[config.mk]
export PLATFORM = sky130hd
export DESIGN_NAME = id_stage_flat
export DESIGN_NICKNAME = d
export VERILOG_FILES = /design/src/rtl/lapido_pkg.sv /design/src/rtl/id_stage_if.sv /design/src/rtl/id_scoreboard.sv /design/src/rtl/id_stage.sv /design/src/flat_wrapper.sv
export SDC_FILE = /design/constraint.sdc
export NUM_CORES = 1
export LEC_CHECK = 0
export CAP_MARGIN = 15
export CORE_MARGIN = 5
export CORE_UTILIZATION = 42
export DETAILED_ROUTE_END_ITERATION = 12
export PLACE_DENSITY = 0.88
export SYNTH_ARGS = -nofsm -noshare
export SYNTH_HDL_FRONTEND = slang
export SYNTH_SLANG_ARGS = --single-unit
[constraint.sdc]
create_clock -name clock -period 4.8 [get_ports clock]
set_clock_uncertainty 0.15 [all_clocks]
set_input_delay 0.96 -clock clock [delete_from_list [all_inputs] [get_ports clock]]
set_output_delay 0.96 -clock clock [all_outputs]
set_load 0.02 [all_outputs]
[src/rtl/lapido_pkg.sv]
// Shared definitions for the Lapido decode stage: opcodes, instruction field
// positions, register-file geometry and the decoded control bundle.
package lapido_pkg;

  localparam int NREG = 16;
  localparam int DW   = 32;

  localparam logic [7:0] OP_NOP  = 8'h00;
  localparam logic [7:0] OP_ADD  = 8'h01;
  localparam logic [7:0] OP_SUB  = 8'h02;
  localparam logic [7:0] OP_AND  = 8'h03;
  localparam logic [7:0] OP_OR   = 8'h04;
  localparam logic [7:0] OP_ADDI = 8'h05;
  localparam logic [7:0] OP_LW   = 8'h10;
  localparam logic [7:0] OP_SW   = 8'h11;
  localparam logic [7:0] OP_BEQ  = 8'h20;
  localparam logic [7:0] OP_JMP  = 8'h21;
  localparam logic [7:0] OP_HALT = 8'hFF;

  localparam int OP_MSB  = 31;
  localparam int OP_LSB  = 24;
  localparam int RD_MSB  = 23;
  localparam int RD_LSB  = 20;
  localparam int RA_MSB  = 19;
  localparam int RA_LSB  = 16;
  localparam int RB_MSB  = 15;
  localparam int RB_LSB  = 12;
  localparam int IMM_MSB = 11;
  localparam int IMM_LSB = 0;

  typedef struct packed {
    logic reg_write;
    logic mem_read;
    logic mem_write;
    logic branch;
    logic jump;
    logic alu_imm;
    logic illegal;
    logic uses_ra;
    logic uses_rb;
    logic is_halt;
  } ctl_t;

  // Unknown opcodes decode to an all-zero NOP bundle with only illegal set.
  function automatic ctl_t decode_op(input logic [7:0] op);
    ctl_t c;
    c = '0;
    case (op)
      OP_NOP: ;
      OP_ADD, OP_SUB, OP_AND, OP_OR: begin
        c.reg_write = 1'b1;
        c.uses_ra   = 1'b1;
        c.uses_rb   = 1'b1;
      end
      OP_ADDI: begin
        c.reg_write = 1'b1;
        c.uses_ra   = 1'b1;
        c.alu_imm   = 1'b1;
      end
      OP_LW: begin
        c.reg_write = 1'b1;
        c.mem_read  = 1'b1;
        c.uses_ra   = 1'b1;
        c.alu_imm   = 1'b1;
      end
      OP_SW: begin
        c.mem_write = 1'b1;
        c.uses_ra   = 1'b1;
        c.uses_rb   = 1'b1;
        c.alu_imm   = 1'b1;
      end
      OP_BEQ: begin
        c.branch  = 1'b1;
        c.uses_ra = 1'b1;
        c.uses_rb = 1'b1;
      end
      OP_JMP:  c.jump    = 1'b1;
      OP_HALT: c.is_halt = 1'b1;
      default: c.illegal = 1'b1;
    endcase
    return c;
  endfunction

  function automatic logic [DW-1:0] sext_imm(input logic [IMM_MSB:IMM_LSB] imm);
    return {{(DW-12){imm[IMM_MSB]}}, imm};
  endfunction

endpackage

[src/rtl/id_stage_if.sv]
// Signal bundle between if_id, the register file, writeback, EX and the decode stage.
// Perf counter outputs exist only when ID_PERF_CNT_EN is defined.
interface id_stage_if;
  import lapido_pkg::*;

  logic          in_valid;
  logic [DW-1:0] in_pcpp;
  logic [DW-1:0] in_instr;
  logic [3:0]    rf_addr_a;
  logic [3:0]    rf_addr_b;
  logic [DW-1:0] rf_data_a;
  logic [DW-1:0] rf_data_b;
  logic          wb_we;
  logic [3:0]    wb_rd;
  logic          flush;
  logic          stall_if;
  logic          out_valid;
  logic [DW-1:0] out_pcpp;
  logic [DW-1:0] out_data_a;
  logic [DW-1:0] out_data_b;
  logic [DW-1:0] out_imm;
  logic [7:0]    out_opcode;
  logic [3:0]    out_rd;
  logic [3:0]    out_ra;
  logic [3:0]    out_rb;
  logic          out_reg_write;
  logic          out_mem_read;
  logic          out_mem_write;
  logic          out_branch;
  logic          out_jump;
  logic          out_alu_imm;
  logic          out_illegal;
  logic          halted;
`ifdef ID_PERF_CNT_EN
  logic [31:0]   perf_issued;
  logic [31:0]   perf_stalls;
`endif

  modport slave (
    input  in_valid, in_pcpp, in_instr, rf_data_a, rf_data_b, wb_we, wb_rd, flush,
    output rf_addr_a, rf_addr_b, stall_if, out_valid, out_pcpp, out_data_a, out_data_b,
           out_imm, out_opcode, out_rd, out_ra, out_rb, out_reg_write, out_mem_read,
           out_mem_write, out_branch, out_jump, out_alu_imm, out_illegal, halted
`ifdef ID_PERF_CNT_EN
    , output perf_issued, perf_stalls
`endif
  );

  modport master (
    output in_valid, in_pcpp, in_instr, rf_data_a, rf_data_b, wb_we, wb_rd, flush,
    input  rf_addr_a, rf_addr_b, stall_if, out_valid, out_pcpp, out_data_a, out_data_b,
           out_imm, out_opcode, out_rd, out_ra, out_rb, out_reg_write, out_mem_read,
           out_mem_write, out_branch, out_jump, out_alu_imm, out_illegal, halted
`ifdef ID_PERF_CNT_EN
    , input perf_issued, perf_stalls
`endif
  );

endinterface

[src/rtl/id_scoreboard.sv]
// Pending-write scoreboard: one bit per architectural register, with
// flush-clear over issue-set over writeback-clear priority and a hazard query.
module id_scoreboard #(
  parameter  int NREG = 16,
  localparam int IW   = $clog2(NREG)
) (
  input  logic          clock,
  input  logic          reset,
  input  logic          i_set,
  input  logic [IW-1:0] i_set_idx,
  input  logic          i_clr,
  input  logic [IW-1:0] i_clr_idx,
  input  logic          i_fclr,
  input  logic [IW-1:0] i_fclr_idx,
  input  logic [IW-1:0] i_ra,
  input  logic [IW-1:0] i_rb,
  input  logic [IW-1:0] i_rd,
  input  logic          i_uses_ra,
  input  logic          i_uses_rb,
  input  logic          i_writes_rd,
  output logic          o_hazard
);

  logic [NREG-1:0] r_pend;
  logic [NREG-1:0] w_pend_nxt;

  // Later assignments win: a squashed ID/EX writer must never stay pending.
  always_comb begin
    w_pend_nxt = r_pend;
    if (i_clr)  w_pend_nxt[i_clr_idx]  = 1'b0;
    if (i_set)  w_pend_nxt[i_set_idx]  = 1'b1;
    if (i_fclr) w_pend_nxt[i_fclr_idx] = 1'b0;
  end

  always_ff @(posedge clock) begin
    if (reset) r_pend <= '0;
    else       r_pend <= w_pend_nxt;
  end

  assign o_hazard = (r_pend[i_ra] & i_uses_ra) |
                    (r_pend[i_rb] & i_uses_rb) |
                    (r_pend[i_rd] & i_writes_rd);

endmodule

[src/rtl/id_stage.sv]
// Lapido decode stage: field decode, register read, ID/EX register, hazard stall and HALT.
// Optional issue/stall counters are built when ID_PERF_CNT_EN is defined.
//
// state  | meaning
// S_RUN  | accepting instructions from if_id
// S_HALT | HALT has issued; IF held and no issue until reset
module id_stage
  import lapido_pkg::*;
(
  input logic          clock,
  input logic          reset,
  id_stage_if.slave    id_bus
);

  localparam logic [0:0] S_RUN  = 1'b0;
  localparam logic [0:0] S_HALT = 1'b1;

  logic [0:0]    r_state;
  ctl_t          w_ctl;
  logic [7:0]    w_op;
  logic [3:0]    w_rd;
  logic [3:0]    w_ra;
  logic [3:0]    w_rb;
  logic          w_run;
  logic          w_hazard;
  logic          w_accept;
  logic          w_fclr;

  logic          r_valid;
  logic [DW-1:0] r_pcpp;
  logic [DW-1:0] r_data_a;
  logic [DW-1:0] r_data_b;
  logic [DW-1:0] r_imm;
  logic [7:0]    r_opcode;
  logic [3:0]    r_rd;
  logic [3:0]    r_ra;
  logic [3:0]    r_rb;
  logic          r_reg_write;
  logic          r_mem_read;
  logic          r_mem_write;
  logic          r_branch;
  logic          r_jump;
  logic          r_alu_imm;
  logic          r_illegal;

  assign w_op  = id_bus.in_instr[OP_MSB:OP_LSB];
  assign w_rd  = id_bus.in_instr[RD_MSB:RD_LSB];
  assign w_ra  = id_bus.in_instr[RA_MSB:RA_LSB];
  assign w_rb  = id_bus.in_instr[RB_MSB:RB_LSB];
  assign w_ctl = decode_op(w_op);

  assign id_bus.rf_addr_a = w_ra;
  assign id_bus.rf_addr_b = w_rb;

  assign w_run    = (r_state == S_RUN);
  assign w_accept = id_bus.in_valid & w_run & ~id_bus.flush & ~w_hazard;
  assign w_fclr   = id_bus.flush & r_valid & r_reg_write;

  // HALT holds IF unconditionally; in RUN a flush always releases the stall.
  assign id_bus.stall_if = ~w_run | (id_bus.in_valid & ~id_bus.flush & w_hazard);

  id_scoreboard #(.NREG(NREG)) u_sb (
    .clock       (clock),
    .reset       (reset),
    .i_set       (w_accept & w_ctl.reg_write),
    .i_set_idx   (w_rd),
    .i_clr       (id_bus.wb_we),
    .i_clr_idx   (id_bus.wb_rd),
    .i_fclr      (w_fclr),
    .i_fclr_idx  (r_rd),
    .i_ra        (w_ra),
    .i_rb        (w_rb),
    .i_rd        (w_rd),
    .i_uses_ra   (w_ctl.uses_ra),
    .i_uses_rb   (w_ctl.uses_rb),
    .i_writes_rd (w_ctl.reg_write),
    .o_hazard    (w_hazard)
  );

  always_ff @(posedge clock) begin
    if (reset) begin
      r_state <= S_RUN;
    end else if (w_accept && w_ctl.is_halt) begin
      r_state <= S_HALT;
    end
  end

  // Bubbles clear the control bits so nothing downstream acts on stale decode.
  always_ff @(posedge clock) begin
    if (reset) begin
      r_valid     <= 1'b0;
      r_pcpp      <= '0;
      r_data_a    <= '0;
      r_data_b    <= '0;
      r_imm       <= '0;
      r_opcode    <= '0;
      r_rd        <= '0;
      r_ra        <= '0;
      r_rb        <= '0;
      r_reg_write <= 1'b0;
      r_mem_read  <= 1'b0;
      r_mem_write <= 1'b0;
      r_branch    <= 1'b0;
      r_jump      <= 1'b0;
      r_alu_imm   <= 1'b0;
      r_illegal   <= 1'b0;
    end else begin
      r_valid <= w_accept;
      if (w_accept) begin
        r_pcpp      <= id_bus.in_pcpp;
        r_data_a    <= id_bus.rf_data_a;
        r_data_b    <= id_bus.rf_data_b;
        r_imm       <= sext_imm(id_bus.in_instr[IMM_MSB:IMM_LSB]);
        r_opcode    <= w_op;
        r_rd        <= w_rd;
        r_ra        <= w_ra;
        r_rb        <= w_rb;
        r_reg_write <= w_ctl.reg_write;
        r_mem_read  <= w_ctl.mem_read;
        r_mem_write <= w_ctl.mem_write;
        r_branch    <= w_ctl.branch;
        r_jump      <= w_ctl.jump;
        r_alu_imm   <= w_ctl.alu_imm;
        r_illegal   <= w_ctl.illegal;
      end else begin
        r_reg_write <= 1'b0;
        r_mem_read  <= 1'b0;
        r_mem_write <= 1'b0;
        r_branch    <= 1'b0;
        r_jump      <= 1'b0;
        r_alu_imm   <= 1'b0;
        r_illegal   <= 1'b0;
      end
    end
  end

  assign id_bus.out_valid     = r_valid;
  assign id_bus.out_pcpp      = r_pcpp;
  assign id_bus.out_data_a    = r_data_a;
  assign id_bus.out_data_b    = r_data_b;
  assign id_bus.out_imm       = r_imm;
  assign id_bus.out_opcode    = r_opcode;
  assign id_bus.out_rd        = r_rd;
  assign id_bus.out_ra        = r_ra;
  assign id_bus.out_rb        = r_rb;
  assign id_bus.out_reg_write = r_reg_write;
  assign id_bus.out_mem_read  = r_mem_read;
  assign id_bus.out_mem_write = r_mem_write;
  assign id_bus.out_branch    = r_branch;
  assign id_bus.out_jump      = r_jump;
  assign id_bus.out_alu_imm   = r_alu_imm;
  assign id_bus.out_illegal   = r_illegal;
  assign id_bus.halted        = (r_state == S_HALT);

`ifdef ID_PERF_CNT_EN
  logic [31:0] r_perf_issued;
  logic [31:0] r_perf_stalls;

  always_ff @(posedge clock) begin
    if (reset) begin
      r_perf_issued <= '0;
      r_perf_stalls <= '0;
    end else begin
      if (w_accept)                 r_perf_issued <= r_perf_issued + 32'd1;
      if (w_run && id_bus.stall_if) r_perf_stalls <= r_perf_stalls + 32'd1;
    end
  end

  assign id_bus.perf_issued = r_perf_issued;
  assign id_bus.perf_stalls = r_perf_stalls;
`endif

endmodule

[src/flat_wrapper.sv]
// flat-port wrapper written by rule: the top's interface ports become plain ports
module id_stage_flat import lapido_pkg::*;
  (clock, reset, id_bus_in_valid, id_bus_in_pcpp, id_bus_in_instr, id_bus_rf_data_a, id_bus_rf_data_b, id_bus_wb_we, id_bus_wb_rd, id_bus_flush, id_bus_rf_addr_a, id_bus_rf_addr_b, id_bus_stall_if, id_bus_out_valid, id_bus_out_pcpp, id_bus_out_data_a, id_bus_out_data_b, id_bus_out_imm, id_bus_out_opcode, id_bus_out_rd, id_bus_out_ra, id_bus_out_rb, id_bus_out_reg_write, id_bus_out_mem_read, id_bus_out_mem_write, id_bus_out_branch, id_bus_out_jump, id_bus_out_alu_imm, id_bus_out_illegal, id_bus_halted);
  id_stage_if id_bus_i ();
  input logic clock;
  input logic reset;
  input wire logic [$bits(id_bus_i.in_valid)-1:0] id_bus_in_valid;
  input wire logic [$bits(id_bus_i.in_pcpp)-1:0] id_bus_in_pcpp;
  input wire logic [$bits(id_bus_i.in_instr)-1:0] id_bus_in_instr;
  input wire logic [$bits(id_bus_i.rf_data_a)-1:0] id_bus_rf_data_a;
  input wire logic [$bits(id_bus_i.rf_data_b)-1:0] id_bus_rf_data_b;
  input wire logic [$bits(id_bus_i.wb_we)-1:0] id_bus_wb_we;
  input wire logic [$bits(id_bus_i.wb_rd)-1:0] id_bus_wb_rd;
  input wire logic [$bits(id_bus_i.flush)-1:0] id_bus_flush;
  output wire logic [$bits(id_bus_i.rf_addr_a)-1:0] id_bus_rf_addr_a;
  output wire logic [$bits(id_bus_i.rf_addr_b)-1:0] id_bus_rf_addr_b;
  output wire logic [$bits(id_bus_i.stall_if)-1:0] id_bus_stall_if;
  output wire logic [$bits(id_bus_i.out_valid)-1:0] id_bus_out_valid;
  output wire logic [$bits(id_bus_i.out_pcpp)-1:0] id_bus_out_pcpp;
  output wire logic [$bits(id_bus_i.out_data_a)-1:0] id_bus_out_data_a;
  output wire logic [$bits(id_bus_i.out_data_b)-1:0] id_bus_out_data_b;
  output wire logic [$bits(id_bus_i.out_imm)-1:0] id_bus_out_imm;
  output wire logic [$bits(id_bus_i.out_opcode)-1:0] id_bus_out_opcode;
  output wire logic [$bits(id_bus_i.out_rd)-1:0] id_bus_out_rd;
  output wire logic [$bits(id_bus_i.out_ra)-1:0] id_bus_out_ra;
  output wire logic [$bits(id_bus_i.out_rb)-1:0] id_bus_out_rb;
  output wire logic [$bits(id_bus_i.out_reg_write)-1:0] id_bus_out_reg_write;
  output wire logic [$bits(id_bus_i.out_mem_read)-1:0] id_bus_out_mem_read;
  output wire logic [$bits(id_bus_i.out_mem_write)-1:0] id_bus_out_mem_write;
  output wire logic [$bits(id_bus_i.out_branch)-1:0] id_bus_out_branch;
  output wire logic [$bits(id_bus_i.out_jump)-1:0] id_bus_out_jump;
  output wire logic [$bits(id_bus_i.out_alu_imm)-1:0] id_bus_out_alu_imm;
  output wire logic [$bits(id_bus_i.out_illegal)-1:0] id_bus_out_illegal;
  output wire logic [$bits(id_bus_i.halted)-1:0] id_bus_halted;
  assign id_bus_i.in_valid = id_bus_in_valid;
  assign id_bus_i.in_pcpp = id_bus_in_pcpp;
  assign id_bus_i.in_instr = id_bus_in_instr;
  assign id_bus_i.rf_data_a = id_bus_rf_data_a;
  assign id_bus_i.rf_data_b = id_bus_rf_data_b;
  assign id_bus_i.wb_we = id_bus_wb_we;
  assign id_bus_i.wb_rd = id_bus_wb_rd;
  assign id_bus_i.flush = id_bus_flush;
  assign id_bus_rf_addr_a = id_bus_i.rf_addr_a;
  assign id_bus_rf_addr_b = id_bus_i.rf_addr_b;
  assign id_bus_stall_if = id_bus_i.stall_if;
  assign id_bus_out_valid = id_bus_i.out_valid;
  assign id_bus_out_pcpp = id_bus_i.out_pcpp;
  assign id_bus_out_data_a = id_bus_i.out_data_a;
  assign id_bus_out_data_b = id_bus_i.out_data_b;
  assign id_bus_out_imm = id_bus_i.out_imm;
  assign id_bus_out_opcode = id_bus_i.out_opcode;
  assign id_bus_out_rd = id_bus_i.out_rd;
  assign id_bus_out_ra = id_bus_i.out_ra;
  assign id_bus_out_rb = id_bus_i.out_rb;
  assign id_bus_out_reg_write = id_bus_i.out_reg_write;
  assign id_bus_out_mem_read = id_bus_i.out_mem_read;
  assign id_bus_out_mem_write = id_bus_i.out_mem_write;
  assign id_bus_out_branch = id_bus_i.out_branch;
  assign id_bus_out_jump = id_bus_i.out_jump;
  assign id_bus_out_alu_imm = id_bus_i.out_alu_imm;
  assign id_bus_out_illegal = id_bus_i.out_illegal;
  assign id_bus_halted = id_bus_i.halted;
  id_stage u_core (.clock(clock), .reset(reset), .id_bus(id_bus_i));
endmodule
==> results.md <==
- Worst-case clock buffer depth: 2
- Final hold vios: 0
- Clock share of power: 0.412
- Ys Warns: 0
- Via count: 6,659
- CP required: 3690 ps
- Root Driver: clkbuf_16
- WHS Path Cells: 2
- DRT iter0 DRCs: 364
- FMAX: 231 MHz
- Crit path cell chain: clkdlybuf4s50_1 -> or3_4 -> or3_1 -> a21oi_1 -> a21oi_1 -> o21ai_0 -> a21o_1 -> dlymetal6s2s_1
- Post-DP HPWL: 15.8 mm
- Mapped Nets: 941
- Relative slew slack: 0.444
- Switch share: 0.270
- Vias per inst: 5.16
- Final setup fails: 0
- Most common cell on crit path: a21oi_1
- Synth Cell Area: 7120 sq um
- Antenna Nets Post-Route: 0
- RSZ-0062 raised after global routing: false
- Top post-synthesis cells by area: dfxtp_1 43%, mux2i_1 18%, nand2_1 14%, mux4_2 3.2%, buf_4 3.0%
- Status: completed
- Synth cell types: 50
- Sequential area share after synthesis: 0.430
- Placed Instances: 1,258
- PortBufs: 302
- CTS Sinks: 153
- Clock latency on the worst-skew pair: 420 ps
- Register area: 3060 sq um
- Share of layout cells above drive strength 1: 0.0654
- Drt drc: 0
- Cells after Synth: 804
- Worst Path Arrival: 3220 ps
- Initial antenna violation count: 0
- Number of global-route vias before repair: 6,486
- Die height: 140 um
- Worst Tran Pin Value: 831 ps
- CTS H-tree lvls: 4
- Fillcell total: 1,315
- Worst setup SP type: input pin
- Cts hold-fix bufs: 0
- Sw power: 889 uW
- CTS tree: built
- Hold Path End: u_core.id_bus.out_data_b[10]$_SDFFE_PP0P_
- Hold Path Origin: u_core.id_bus.out_data_b[10]$_SDFFE_PP0P_
- Internal power: 2400 uW
- Area grow syn2layout: 50.6%
- Area of the multi-input gates: 3540 sq um
- FFs w/ async S/R, synth: 0
- Setup TNS: 0 ps
- Worst min-delay path class: register to register
- Placer Congestion: 0.942
- Pwr/cell area: 307 nW/um^2
- CTS Buf Count: 17
- Ant. Diodes: 0
- Count of state elements after synthesis: 153
- Leak: 0.00402 uW
- Peak supply drop: 0.239 mV
- MaxCap Viol Count: 0
- Initial Util: 0.429
- Commonest cells in the netlist: 271 x nand2_1, 153 x dfxtp_1, 130 x mux2i_1, 38 x clkbuf_1, 28 x buf_4
- R2R setup slack: 2080 ps
- Clock transition at the registers of the reported paths: 60 ps
- Number of synthesized flops with an enable pin: 0
- Gr ovfl total: 0
- Crit-path slowest cell: clkdlybuf4s50_1
- Crit path capture type: output port
- Reg2reg end: u_core.id_bus.out_data_a[27]$_SDFFE_PP0P_
- Die area: 19,600 sq um
- Final min period: 4330 ps
- Main synth FF type: dfxtp_1
- CP max FO: 4
- Most common cell in the synthesized netlist: nand2_1
- Postcts setup bufs: 0
- I/O Pins: 303
- Cell Rows: 47
- GRT Total Usage: 0.212
- Fin. max-slew vios: 0
- CP Class: input pin to output port
- First-pass GRT wire length: 33.7 mm
- Reg2Reg Depth: 8
- Post-synth top area cell: dfxtp_1
- R2r startpoint: u_core.u_sb.r_pend[5]$_SDFF_PP0_
- Layout Nets: 1,194
- Largest stage delay on the critical path: 450 ps
- WL final: 21.6 mm
- Largest net degree at the start of global routing: 100
- Post-synth top area share: 0.430
- First-pass DRT Iterations: 4
- Non-filler cells, final: 1,290
- Core ar.: 16,600 sq um
- Reg power frac: 0.413
- Wirelength per Cell: 16.7 um
- Tcrit/Tclk final: 0.903
- Die span in x: 140 um
- Combinational power share: 0.174
- Average cell area after synthesis: 8.85 sq um
-- cell type report --
class,instances,area share
multi-input cells,560,0.330
repair buffers,321,0.302
flip-flops and latches,153,0.286
clock buffers,18,0.0400
well taps,220,0.0257
clock inverters,14,0.0151
inverters,4,0.00187
-- layout by cell type, fill, tap and decap left out, drive strengths merged, types with 3 or more instances in the layout --
cell type | netlist | final
nand3b | 5 | 5
inv | 4 | 11
a21oi | 6 | 6
o22ai | 4 | 4
dfxtp | 153 | 153
nor2 | 15 | 15
buf | 49 | 19
mux4 | 10 | 10
o211ai | 6 | 6
clkbuf | 38 | 18
nand3 | 7 | 7
clkinv | 0 | 3
o2111ai | 5 | 5
nor2b | 8 | 8
nand2b | 9 | 9
nand4 | 15 | 15
or3 | 3 | 3
and3 | 3 | 3
clkdlybuf4s50 | 0 | 299
nor4 | 6 | 6
o21ai | 13 | 13
a2111oi | 3 | 3
nand2 | 271 | 271
nor3 | 5 | 5
mux2i | 130 | 130
nor3b | 5 | 5
-- power by group through the flow --
stage	sequential (uW)	combinational, uW	clock, uW
floorplan	1450	221	0
global placement	1390	567	0
detailed placement	1390	575	0
CTS	1360	578	1390
global route	1370	611	1440
finish	1360	574	1360
-- metrics by stage --
stage	hold WS (ps)	util	area, sq um	total power [uW]	worst slack [ps]
after floorplan	304	-	7120	1670	1240
after global placement	290	0.610	10100	1950	51.9
after detailed placement	296	0.610	10100	1960	5.83
after CTS	308	0.646	10700	3320	34.7
after global routing	321	0.646	10700	3420	378
final	305	0.646	10700	3290	466
-- logic make-up (layout without fill, tap and decap cells) --
group | Yosys count | in the layout | synth area share
mux | 142 | 142 | 0.218
buf+inv | 91 | 357 | 0.0744
simple gates | 362 | 362 | 0.220
xor+xnor | 2 | 2 | 0.00246
flops | 153 | 153 | 0.430
compound gates | 54 | 54 | 0.0550
-- metal layers --
layer | GRT usage | vias up | part of all wire
met1 | 0.242 | 3073 | 0.39
met5 | 0 | - | 0
li1 | - | 3210 | -
met3 | 0.0924 | 40 | 0.12
met4 | 0.0729 | 0 | 0.021
met2 | 0.356 | 336 | 0.48
-- flip-flops by register name, indices dropped and copies added (netlist names), 4 cells and up --
name / count
u_core.id_bus.out_data_a: 32
u_core.id_bus.out_imm: 12
u_core.id_bus.out_opcode: 8
u_core.id_bus.out_rd: 4
u_core.u_sb.r_pend: 16
u_core.id_bus.out_data_b: 32
u_core.id_bus.out_ra: 4
u_core.id_bus.out_pcpp: 32
u_core.id_bus.out_rb: 4
-- how the worst max path moves through the flow --
stage	start	end	slack (ps)	depth (start not counted)
3_3_place_gp	id_bus_in_instr[18]	id_bus_stall_if	50	8
4_1_cts	id_bus_in_instr[17]	id_bus_stall_if	30	8
6_report	id_bus_in_instr[31]	id_bus_stall_if	470	8
2_1_floorplan	id_bus_in_instr[24]	id_bus_stall_if	1240	7
5_1_grt	id_bus_in_instr[31]	id_bus_stall_if	380	8
3_5_place_dp	id_bus_in_instr[18]	id_bus_stall_if	6	8
-- worst max-delay path: cells and delay by family --
kind                   cells  cell delay, ps
AND/OR/NAND/NOR            2             840
buffers and inverters      2             690
AO/OA/AOI/OAI              4             740
-- timing repair --
| item | in CTS | in global routing |
|---|---|---|
| endpoints found under the hold margin | 0 | 0 |
| gates resized for setup | 1 | 3 |
| setup endpoints to repair | 1 | 1 |
Note: power is estimated with default switching activity, not from simulation.
